--- src/rtl/store_lane_steer.sv ---
// store_lane_steer: RV32I memory-stage store unit.
// Steers store data into word-aligned byte lanes with byte enables and issues
// the result to data memory over a req/ack handshake.
// Optional feature macro: STORE_SPLIT_MISALIGNED_EN
//   defined   -> misaligned stores are split into two bus beats
//   undefined -> misaligned stores are rejected with an st_err pulse
module store_lane_steer #(
  parameter int ADDR_W      = 32,
  parameter int ACK_TIMEOUT = 0
) (
  input  logic              clk,
  input  logic              rst_n,
  input  logic              st_valid,
  output logic              st_ready,
  input  logic [ADDR_W-1:0] st_addr,
  input  logic [31:0]       st_data,
  input  logic [1:0]        st_size,
  output logic              mem_req,
  output logic [ADDR_W-1:0] mem_addr,
  output logic [31:0]       mem_wdata,
  output logic [3:0]        mem_be,
  input  logic              mem_ack,
  output logic              st_err
);

  localparam int CNT_W = (ACK_TIMEOUT > 1) ? $clog2(ACK_TIMEOUT) : 1;

`ifdef STORE_SPLIT_MISALIGNED_EN
  typedef enum logic [1:0] {S_IDLE = 2'd0, S_BEAT0 = 2'd1, S_BEAT1 = 2'd2} state_t;
`else
  typedef enum logic [1:0] {S_IDLE = 2'd0, S_BEAT0 = 2'd1} state_t;
`endif

  state_t            state_q, state_d;
  logic              req_q, req_d;
  logic [ADDR_W-1:0] addr_q, addr_d;
  logic [31:0]       wdata_q, wdata_d;
  logic [3:0]        be_q, be_d;
  logic              err_q, err_d;
  logic [CNT_W-1:0]  cnt_q, cnt_d;
  logic              go_idle;

  logic [1:0]        off;
  logic [3:0]        mask4;
  logic [7:0]        mask8;
  logic [3:0]        be0;
  logic [3:0]        be1;
  logic [31:0]       wdata0;
  logic [ADDR_W-1:0] base_addr;
  logic              misaligned;
  logic              reserved;
  logic              timeout_hit;

`ifdef STORE_SPLIT_MISALIGNED_EN
  logic              split_q, split_d;
  logic [ADDR_W-1:0] addr1_q, addr1_d;
  logic [31:0]       wdata1_q, wdata1_d;
  logic [3:0]        be1_q, be1_d;
  logic [31:0]       wdata1;
  logic [ADDR_W-1:0] next_addr;
`endif

  function automatic logic [31:0] lane_mask(input logic [3:0] be);
    return {{8{be[3]}}, {8{be[2]}}, {8{be[1]}}, {8{be[0]}}};
  endfunction

  // Base enable pattern for the requested access size.
  always_comb begin
    mask4 = 4'b0000;
    case (st_size)
      2'b00:   mask4 = 4'b0001;
      2'b01:   mask4 = 4'b0011;
      2'b10:   mask4 = 4'b1111;
      default: mask4 = 4'b0000;
    endcase
  end

  assign off        = st_addr[1:0];
  assign mask8      = {4'b0000, mask4} << off;
  assign be0        = mask8[3:0];
  assign be1        = mask8[7:4];
  assign misaligned = |be1;
  assign reserved   = (st_size == 2'b11);
  assign wdata0     = (st_data << {off, 3'b000}) & lane_mask(be0);
  assign base_addr  = {st_addr[ADDR_W-1:2], 2'b00};

`ifdef STORE_SPLIT_MISALIGNED_EN
  assign wdata1    = (st_data >> (6'd32 - {1'b0, off, 3'b000})) & lane_mask(be1);
  assign next_addr = base_addr + ADDR_W'(4);
`endif

  assign timeout_hit = (ACK_TIMEOUT > 0) && (cnt_q == CNT_W'(ACK_TIMEOUT - 1));

  // Next-state and next-output logic for the beat sequencer.
  always_comb begin
    state_d = state_q;
    req_d   = req_q;
    addr_d  = addr_q;
    wdata_d = wdata_q;
    be_d    = be_q;
    err_d   = 1'b0;
    cnt_d   = cnt_q + CNT_W'(1);
    go_idle = 1'b0;
`ifdef STORE_SPLIT_MISALIGNED_EN
    split_d  = split_q;
    addr1_d  = addr1_q;
    wdata1_d = wdata1_q;
    be1_d    = be1_q;
`endif
    case (state_q)
      S_IDLE: begin
        cnt_d = '0;
        if (st_valid) begin
          if (reserved) begin
            err_d = 1'b1;
          end
`ifndef STORE_SPLIT_MISALIGNED_EN
          else if (misaligned) begin
            err_d = 1'b1;
          end
`endif
          else begin
            state_d = S_BEAT0;
            req_d   = 1'b1;
            addr_d  = base_addr;
            wdata_d = wdata0;
            be_d    = be0;
`ifdef STORE_SPLIT_MISALIGNED_EN
            split_d  = misaligned;
            addr1_d  = next_addr;
            wdata1_d = wdata1;
            be1_d    = be1;
`endif
          end
        end
      end
      S_BEAT0: begin
        if (mem_ack) begin
`ifdef STORE_SPLIT_MISALIGNED_EN
          if (split_q) begin
            state_d = S_BEAT1;
            addr_d  = addr1_q;
            wdata_d = wdata1_q;
            be_d    = be1_q;
            cnt_d   = '0;
          end else begin
            go_idle = 1'b1;
          end
`else
          go_idle = 1'b1;
`endif
        end else if (timeout_hit) begin
          go_idle = 1'b1;
          err_d   = 1'b1;
        end
      end
`ifdef STORE_SPLIT_MISALIGNED_EN
      S_BEAT1: begin
        if (mem_ack) begin
          go_idle = 1'b1;
        end else if (timeout_hit) begin
          go_idle = 1'b1;
          err_d   = 1'b1;
        end
      end
`endif
      default: begin
        go_idle = 1'b1;
      end
    endcase
    if (go_idle) begin
      state_d = S_IDLE;
      req_d   = 1'b0;
      addr_d  = '0;
      wdata_d = '0;
      be_d    = '0;
`ifdef STORE_SPLIT_MISALIGNED_EN
      split_d = 1'b0;
`endif
    end
  end

  // State and registered bus outputs; reset abandons any transaction.
  always_ff @(posedge clk or negedge rst_n) begin
    if (!rst_n) begin
      state_q <= S_IDLE;
      req_q   <= 1'b0;
      addr_q  <= '0;
      wdata_q <= '0;
      be_q    <= '0;
      err_q   <= 1'b0;
      cnt_q   <= '0;
    end else begin
      state_q <= state_d;
      req_q   <= req_d;
      addr_q  <= addr_d;
      wdata_q <= wdata_d;
      be_q    <= be_d;
      err_q   <= err_d;
      cnt_q   <= cnt_d;
    end
  end

`ifdef STORE_SPLIT_MISALIGNED_EN
  // Second-beat payload captured at accept time.
  always_ff @(posedge clk or negedge rst_n) begin
    if (!rst_n) begin
      split_q  <= 1'b0;
      addr1_q  <= '0;
      wdata1_q <= '0;
      be1_q    <= '0;
    end else begin
      split_q  <= split_d;
      addr1_q  <= addr1_d;
      wdata1_q <= wdata1_d;
      be1_q    <= be1_d;
    end
  end
`endif

  assign st_ready  = (state_q == S_IDLE);
  assign mem_req   = req_q;
  assign mem_addr  = addr_q;
  assign mem_wdata = wdata_q;
  assign mem_be    = be_q;
  assign st_err    = err_q;

endmodule

--- config.mk ---
export PLATFORM = sky130hd
export DESIGN_NAME = store_lane_steer
export DESIGN_NICKNAME = d
export VERILOG_FILES = /design/src/rtl/store_lane_steer.sv
export SDC_FILE = /design/constraint.sdc
export NUM_CORES = 1
export LEC_CHECK = 0
export CELL_PAD_IN_SITES_DETAIL_PLACEMENT = 1
export CELL_PAD_IN_SITES_GLOBAL_PLACEMENT = 1
export CORE_MARGIN = 3
export CORE_UTILIZATION = 29
export CTS_BUF_LIST = sky130_fd_sc_hd__clkbuf_2 sky130_fd_sc_hd__clkbuf_4 sky130_fd_sc_hd__clkbuf_8
export DETAILED_ROUTE_END_ITERATION = 7
export PLACE_DENSITY_LB_ADDON = 0.1
export SYNTH_ARGS = -nofsm -noshare
export SYNTH_HDL_FRONTEND = slang
export SYNTH_SLANG_ARGS = --single-unit
--- constraint.sdc ---
create_clock -name clk -period 1.3 [get_ports clk]
set_input_delay 0.195 -clock clk [delete_from_list [all_inputs] [get_ports clk]]
set_output_delay 0.195 -clock clk [all_outputs]
set_load 0.005 [all_outputs]
==> metrics.md, run 1 <==
| Metric | Value |
|---|---|
| Clock transition at path regs | ~80 ps |
| Initial antenna violation count | 0 |
| Cells after Synth | 345 |
| Pin count of the biggest net entering global routing | around 70 |
| Setup crit start kind | register |
| Peak VDD IR | about 0.55 mV |
| Hold WC Path Type | input port to async pin |
| Synthesis Warnings | 0 |
| CTS tree | done |
| First-pass GRT wire length | 19500 um |
| Num rows | 38 |
| WL/cell | about 18 um |
| Most frequent cells after synthesis | nand2_1, dfrtp_1, o21ai_0 |
| Clock Tree Buf Depth | 2 |
| Area grow syn2layout | 74.6% |
| Crit path DAT | between 1500 and 2000 ps |
| FMAX | about 0.67 GHz |
| Vias per cell | 4.89 |
| Mean Syn Cell Area | around 9.8 sq um |
| Synth top area share | between 50% and 60% |
| H-tree depth | 3 |
| RSZ-0062 raised after global routing | true |
| Drt pass-1 iters | 4 |
| Initial drt markers | between 90 and 100 |
| Synth area leaders | dfrtp_1, mux2i_1, nand2_1, o21ai_0, nand3_1 |
| Final #Nets | 615 |
| #FFs+latches synth | roughly 70 |
| Worst setup EP type | register |
| Buffers on Ports | ~140 |
| Setup violators final | roughly 70 |
| Vias in the first global route | between 3000 and 4000 |
| Ports | 141 |
| Via Count | about 3400 |
| Detailed Route WL | between 10000 and 15000 um |
| Total Routing Usage GR | between 10% and 20% |
| Fin crit share | 115% |
| Post-synth EDFFs | 0 |
| Sink Count | 68 |
| Cell taking the most area after synthesis | dfrtp_1 |
| Starting Density | a little over 30% |
| Max Slew Vio Count | 0 |
| Reg2Reg Depth | 6 |
| CP Class | register to register |
| Share of cells above drive strength 1 | roughly a quarter |
| Leakage | 0.00292 uW |
| Synth cell types | 35 |
| DRC Markers | 0 |
| Dpl hpwl | a little under 9000 um |
| Die width | about 110 um |
| Final hold violation count | 0 |
| Most frequent cell after synthesis | nand2_1 |
| Smallest setup slack after layout | -190 ps |
| Die Span Y | ~110 um |
| Core area | ~0.011 sq mm |
| Post-layout min period | approximately 1500 ps |
| Diodes inserted | 0 |
| Primary FF master, synth | dfrtp_1 |
| Required time of the worst setup path | between 1500 and 2000 ps |
| Num CTS Buffers | 9 |
| Violated checks | negative setup slack |
| Worst R2R End | mem_be[0] |
| Clock latency on the worst-skew pair | between 300 and 400 ps |
| Clock root buffer | clkbuf_8 |
| Worst reg2reg setup slack | -190 ps |
| Pwr Total | about 7000 uW |
| CP Max Fanout | 6 |
| Post-DP Area | 0.00539 sq mm |
| Post-route cell area | between 0.005 and 0.006 sq mm |
| Gp weighted congestion | around 0.8 |
| Max-cap violations | 0 |
| Setup Skew | between 4 and 5 ps |
| Register area share after synthesis | 50.1% |
| Status | finished with violations |
| Die area | around 0.013 sq mm |
| Post-DRT Antenna Nets | 0 |
| Synth Cell Area | 0.00339 sq mm |
| R2r startpoint | mem_req |
| Asr flop ratio synth | between 90% and 100% |
| Total global routing overflow | 0 |
| Power density cells | between 1000 and 1500 mW/mm^2 |
## worst max-delay path: stages, from the launching register on
cell,delay (ps)
dfrtp_1,380
nand2b_4,140
and2b_2,260
buf_6,140
buf_12,130
and3_4,160
a31o_4,190
## cell families (layout without fill, tap and decap cells)
family / count (synthesis) / after routing / share of synthesized area, %
AND/OR/NAND/NOR: 119 / 119 / 16.3
adder cells (fa/ha/maj): 3 / 3 / 1.11
multiplexers: 38 / 38 / 11.6
AO/OA/AOI/OAI: 83 / 83 / 15.1
flip-flops: 68 / 68 / 50.1
other: 1 / 2 / 0.111
buffers and inverters: 33 / 234 / 5.57
## state kept, by name (all words and copies together), names as in the netlist
| name | count |
|---|---|
| mem_addr | 30 |
| mem_be | 4 |
| mem_wdata | 32 |
| mem_req | 1 |
| st_err | 1 |
## through the flow
stage	worst slack, ps	TNS [ps]	hold WS [ps]	instances	utilization (%)
after global placement	-921	-58410	236	651	48.5
after detailed placement	-989	-61830	230	651	48.5
after global routing	-228	-11080	397	687	53.3
after floorplan	-147	-7510	-101	346	-
after CTS	-153	-3390	380	682	52.3
final	-190	-6580	380	687	53.3
## area by class of cell
type / count / area (sq um)
Clock buffer: 10 / 138
Tap cell: 140 / 175
Multi-Input combinational cell: 245 / 1710
Fill cell: 1252 / 5200
Sequential cell: 68 / 1700
Timing Repair Buffer: 216 / 2070
Inverter: 2 / 20.0
Clock inverter: 6 / 111
## timing repair
action	in CTS	in global routing
setup endpoints to repair	137	68
cloned	0	2
endpoints found under the hold margin	68	0
buffers inserted	15	3
hold buffers	1	0
pin swaps	4	8
resized for setup	132	11
## layer usage
metal / wire length, um / vias to the layer above / GRT usage (%)
li1: - / 1615 / -
met1: 5690 / 1653 / 26.4
met5: 0 / - / 0
met4: 153 / 0 / 4.67
met2: 6070 / 75 / 31.3
met3: 493 / 14 / 3.96
## worst max-delay path by stage
stage | startpoint | to | slack (ps)
after floorplan | st_size[0] | mem_wdata[26] | -150
after global placement | st_size[0] | mem_wdata[17] | -920
after detailed placement | st_size[0] | mem_wdata[20] | -990
after CTS | mem_req | mem_be[0] | -150
after global routing | mem_req | mem_be[0] | -230
final | mem_req | mem_be[0] | -190
## layout by cell type, fill, tap and decap left out, types with 5 or more instances in the layout
cell type         n
clkbuf_8         10
buf_6             7
clkdlybuf4s50_1  65
mux2_2            7
a32o_1           15
o21ai_0          32
nand4_1           5
buf_12           11
dfrtp_1          68
o21ai_1          18
nand2_1          68
dlygate4sd2_1    68
buf_4            59
a21oi_1           5
mux2i_1          29
nand3_1          23
nand3_2           7
## report_power, final
part,switching (uW),leakage (uW),internal (uW),total [uW]
registers,181,0.000903,2460,2640
logic,941,0.00190,1210,2150
clock network,882,0.000122,1330,2210
total,2000,0.00292,5000,7000
(Power assumes the default switching activity.)
==> run 2: changes to the inputs <==
--- a/config.mk
+++ b/config.mk
@@ -10,8 +10,10 @@
 export CORE_MARGIN = 3
 export CORE_UTILIZATION = 29
 export CTS_BUF_LIST = sky130_fd_sc_hd__clkbuf_2 sky130_fd_sc_hd__clkbuf_4 sky130_fd_sc_hd__clkbuf_8
+export CTS_CLUSTER_SIZE = 20
 export DETAILED_ROUTE_END_ITERATION = 7
 export PLACE_DENSITY_LB_ADDON = 0.1
+export SETUP_SLACK_MARGIN = 0.1
 export SYNTH_ARGS = -nofsm -noshare
 export SYNTH_HDL_FRONTEND = slang
 export SYNTH_SLANG_ARGS = --single-unit
==> metrics.md, run 2 (synthesized netlist as in run 1, its figures left out) <==
| Metric | Value |
|---|---|
| Final #Nets | roughly 630 |
| Power density cells | 1140 mW/mm^2 |
| Total Routing Usage GR | between 20% and 30% |
| WL/cell | ~19 um |
| CTS tree | done |
| Die Span Y | approximately 110 um |
| Crit-path slowest cell | dfrtp_1 |
| Switch share | a little under a third |
| Final std cells w/o fill | about 700 |
| H-tree depth | 3 |
| P_int | roughly 4900 uW |
| Clock latency on the worst-skew pair | about 360 ps |
| DRC Markers | 0 |
| CP Class | register to register |
| Worst reg2reg setup slack | -160 ps |
| Max Slew Vio Count | 0 |
| FMAX | between 0.6 and 0.7 GHz |
| Worst R2R End | mem_wdata[31] |
| Clock transition at path regs | ~80 ps |
| Via Count | between 3000 and 4000 |
| Crit path cell chain | nand2b_4 > and2b_4 > nand2_4 > buf_12 > a32o_1 |
| Clock power frac | ~28% |
| Vias per cell | between 4 and 5 |
| Area grow syn2layout | 82.3% |
| Core area | roughly 0.011 sq mm |
| Clock Tree Buf Depth | 2 |
| Diodes inserted | 0 |
| Drt pass-1 iters | 4 |
| Dpl hpwl | roughly 9000 um |
| Violated checks | negative setup slack |
| Starting Density | a little under a third |
| CP Max Fanout | 21 |
| Max-cap violations | 0 |
| Post-DRT Antenna Nets | 0 |
| Fin crit share | 112% |
| Initial drt markers | approximately 140 |
| Total global routing overflow | 0 |
| Buffers on Ports | between 100 and 150 |
| Share of cells above drive strength 1 | between 30% and 40% |
| Sink Count | 68 |
| Power share of the sequential group | a little under two fifths |
| Setup crit start kind | register |
| RSZ-0062 raised after global routing | true |
| Reg2Reg Depth | 5 |
| Placed Cells | ~640 |
| Ports | 141 |
| Worst setup EP type | register |
| Num rows | 38 |
| Gp weighted congestion | about 0.75 |
| Setup Skew | roughly 9 ps |
| Switching power | roughly 2100 uW |
| Smallest setup slack after layout | -158 ps |
| Vias in the first global route | about 3700 |
| Clock root buffer | clkbuf_8 |
| Pin count of the biggest net entering global routing | 69 |
| Leakage | 0.00292 uW |
| Required time of the worst setup path | approximately 1500 ps |
| Num CTS Buffers | 9 |
| Slowest stage delay, CP | ~400 ps |
| Peak VDD IR | 0.732 mV |
| Post-route cell area | roughly 0.0062 sq mm |
| Detailed Route WL | between 10000 and 15000 um |
| Crit path DAT | about 1700 ps |
| Post-DP Area | 0.00533 sq mm |
| Logic pwr share | around a third |
| Die width | 114 um |
| Most frequent cells in the layout | nand2_1, dfrtp_1, clkdlybuf4s50_1 |
| Final hold violation count | 0 |
| Filler instances | ~1200 |
| First-pass GRT wire length | between 20000 and 25000 um |
| Post-layout min period | 1460 ps |
| Max reg flops | 32 |
| Initial antenna violation count | 0 |
| Die area | approximately 0.013 sq mm |
| Setup violators final | 67 |
| Final Util | approximately 56% |
| Hold WC Path Type | input port to async pin |
| Status | finished with violations |
| R2r startpoint | mem_req |
[run 2: changes by cell type in the layout (fill, tap and decap cells not counted), moves of 4 or more]
| cell | change |
|---|---|
| buf_12 | +4 |
| buf_4 | +4 |
| buf_6 | +9 |
| clkbuf_2 | +23 |
| clkdlybuf4s15_1 | +38 |
| dlygate4sd2_1 | -67 |
| o21ai_0 | -11 |
| o21ai_1 | -11 |
| o21ai_2 | +22 |
[run 2: area by class of cell]
cell class / instances / area (sq um) / area share, %
timing repair buffer: 233 / 2280 / 36.9
clock inverter: 7 / 91.3 / 1.48
multi-input combinational: 245 / 1790 / 29.0
sequential: 68 / 1700 / 27.5
tap: 140 / 175 / 2.83
inverter: 2 / 17.5 / 0.283
clock buffer: 9 / 124 / 2.00
[run 2: metrics by stage]
stage | total power [uW] | TNS [ps] | hold slack (ps) | setup slack [ps]
global placement | 4750 | -58100 | 232 | -923
CTS | 6970 | -4490 | 358 | -139
detailed placement | 4800 | -61590 | 232 | -993
finish | 7070 | -4480 | 357 | -158
global route | 7470 | -7320 | 378 | -195
floorplan | 3420 | -7510 | -101 | -147
[run 2: power groups by stage]
| stage | Combinational (uW) | Clock [uW] | Sequential, uW |
|---|---|---|---|
| final | 2440 | 1970 | 2660 |
| after detailed placement | 2110 | 0 | 2690 |
| after CTS | 2290 | 2030 | 2650 |
| after global placement | 2060 | 0 | 2690 |
| after global routing | 2640 | 2130 | 2700 |
| after floorplan | 721 | 0 | 2700 |
[run 2: worst max-delay path: cells and delay by family, from the launching register on]
family / cells / cell delay (ps)
flip-flops: 1 / 400
AND/OR/NAND/NOR: 3 / 530
buffers and inverters: 1 / 160
AO/OA/AOI/OAI: 1 / 250
[run 2: worst max path at each step]
stage | start | endpoint | slack, ps | cells after the start
detailed placement | st_size[0] | mem_wdata[7] | -990 | 9
finish | mem_req | mem_wdata[31] | -160 | 5
floorplan | st_size[0] | mem_wdata[26] | -150 | 7
global route | mem_req | mem_wdata[24] | -190 | 5
global placement | st_size[0] | mem_addr[16] | -920 | 8
CTS | mem_req | mem_wdata[24] | -140 | 5
[run 2: per-layer routing]
metal | track usage, % | vias to the layer above | part of all wire, %
met2 | 33.4 | 101 | 50
met3 | 4.39 | 12 | 5.4
met4 | 7.05 | 0 | 1.5
met1 | 28.2 | 1731 | 43
li1 | - | 1653 | -
met5 | 0 | - | 0
[run 2: repair_timing]
item / 4_1_cts / 5_1_grt
hold buffers: 1 / 0
pin swaps: 11 / 34
resized for setup: 234 / 74
endpoints found under the setup margin: 137 / 101
hold endpoints to repair: 68 / 0
buffers inserted: 25 / 9
cloned: 7 / 3
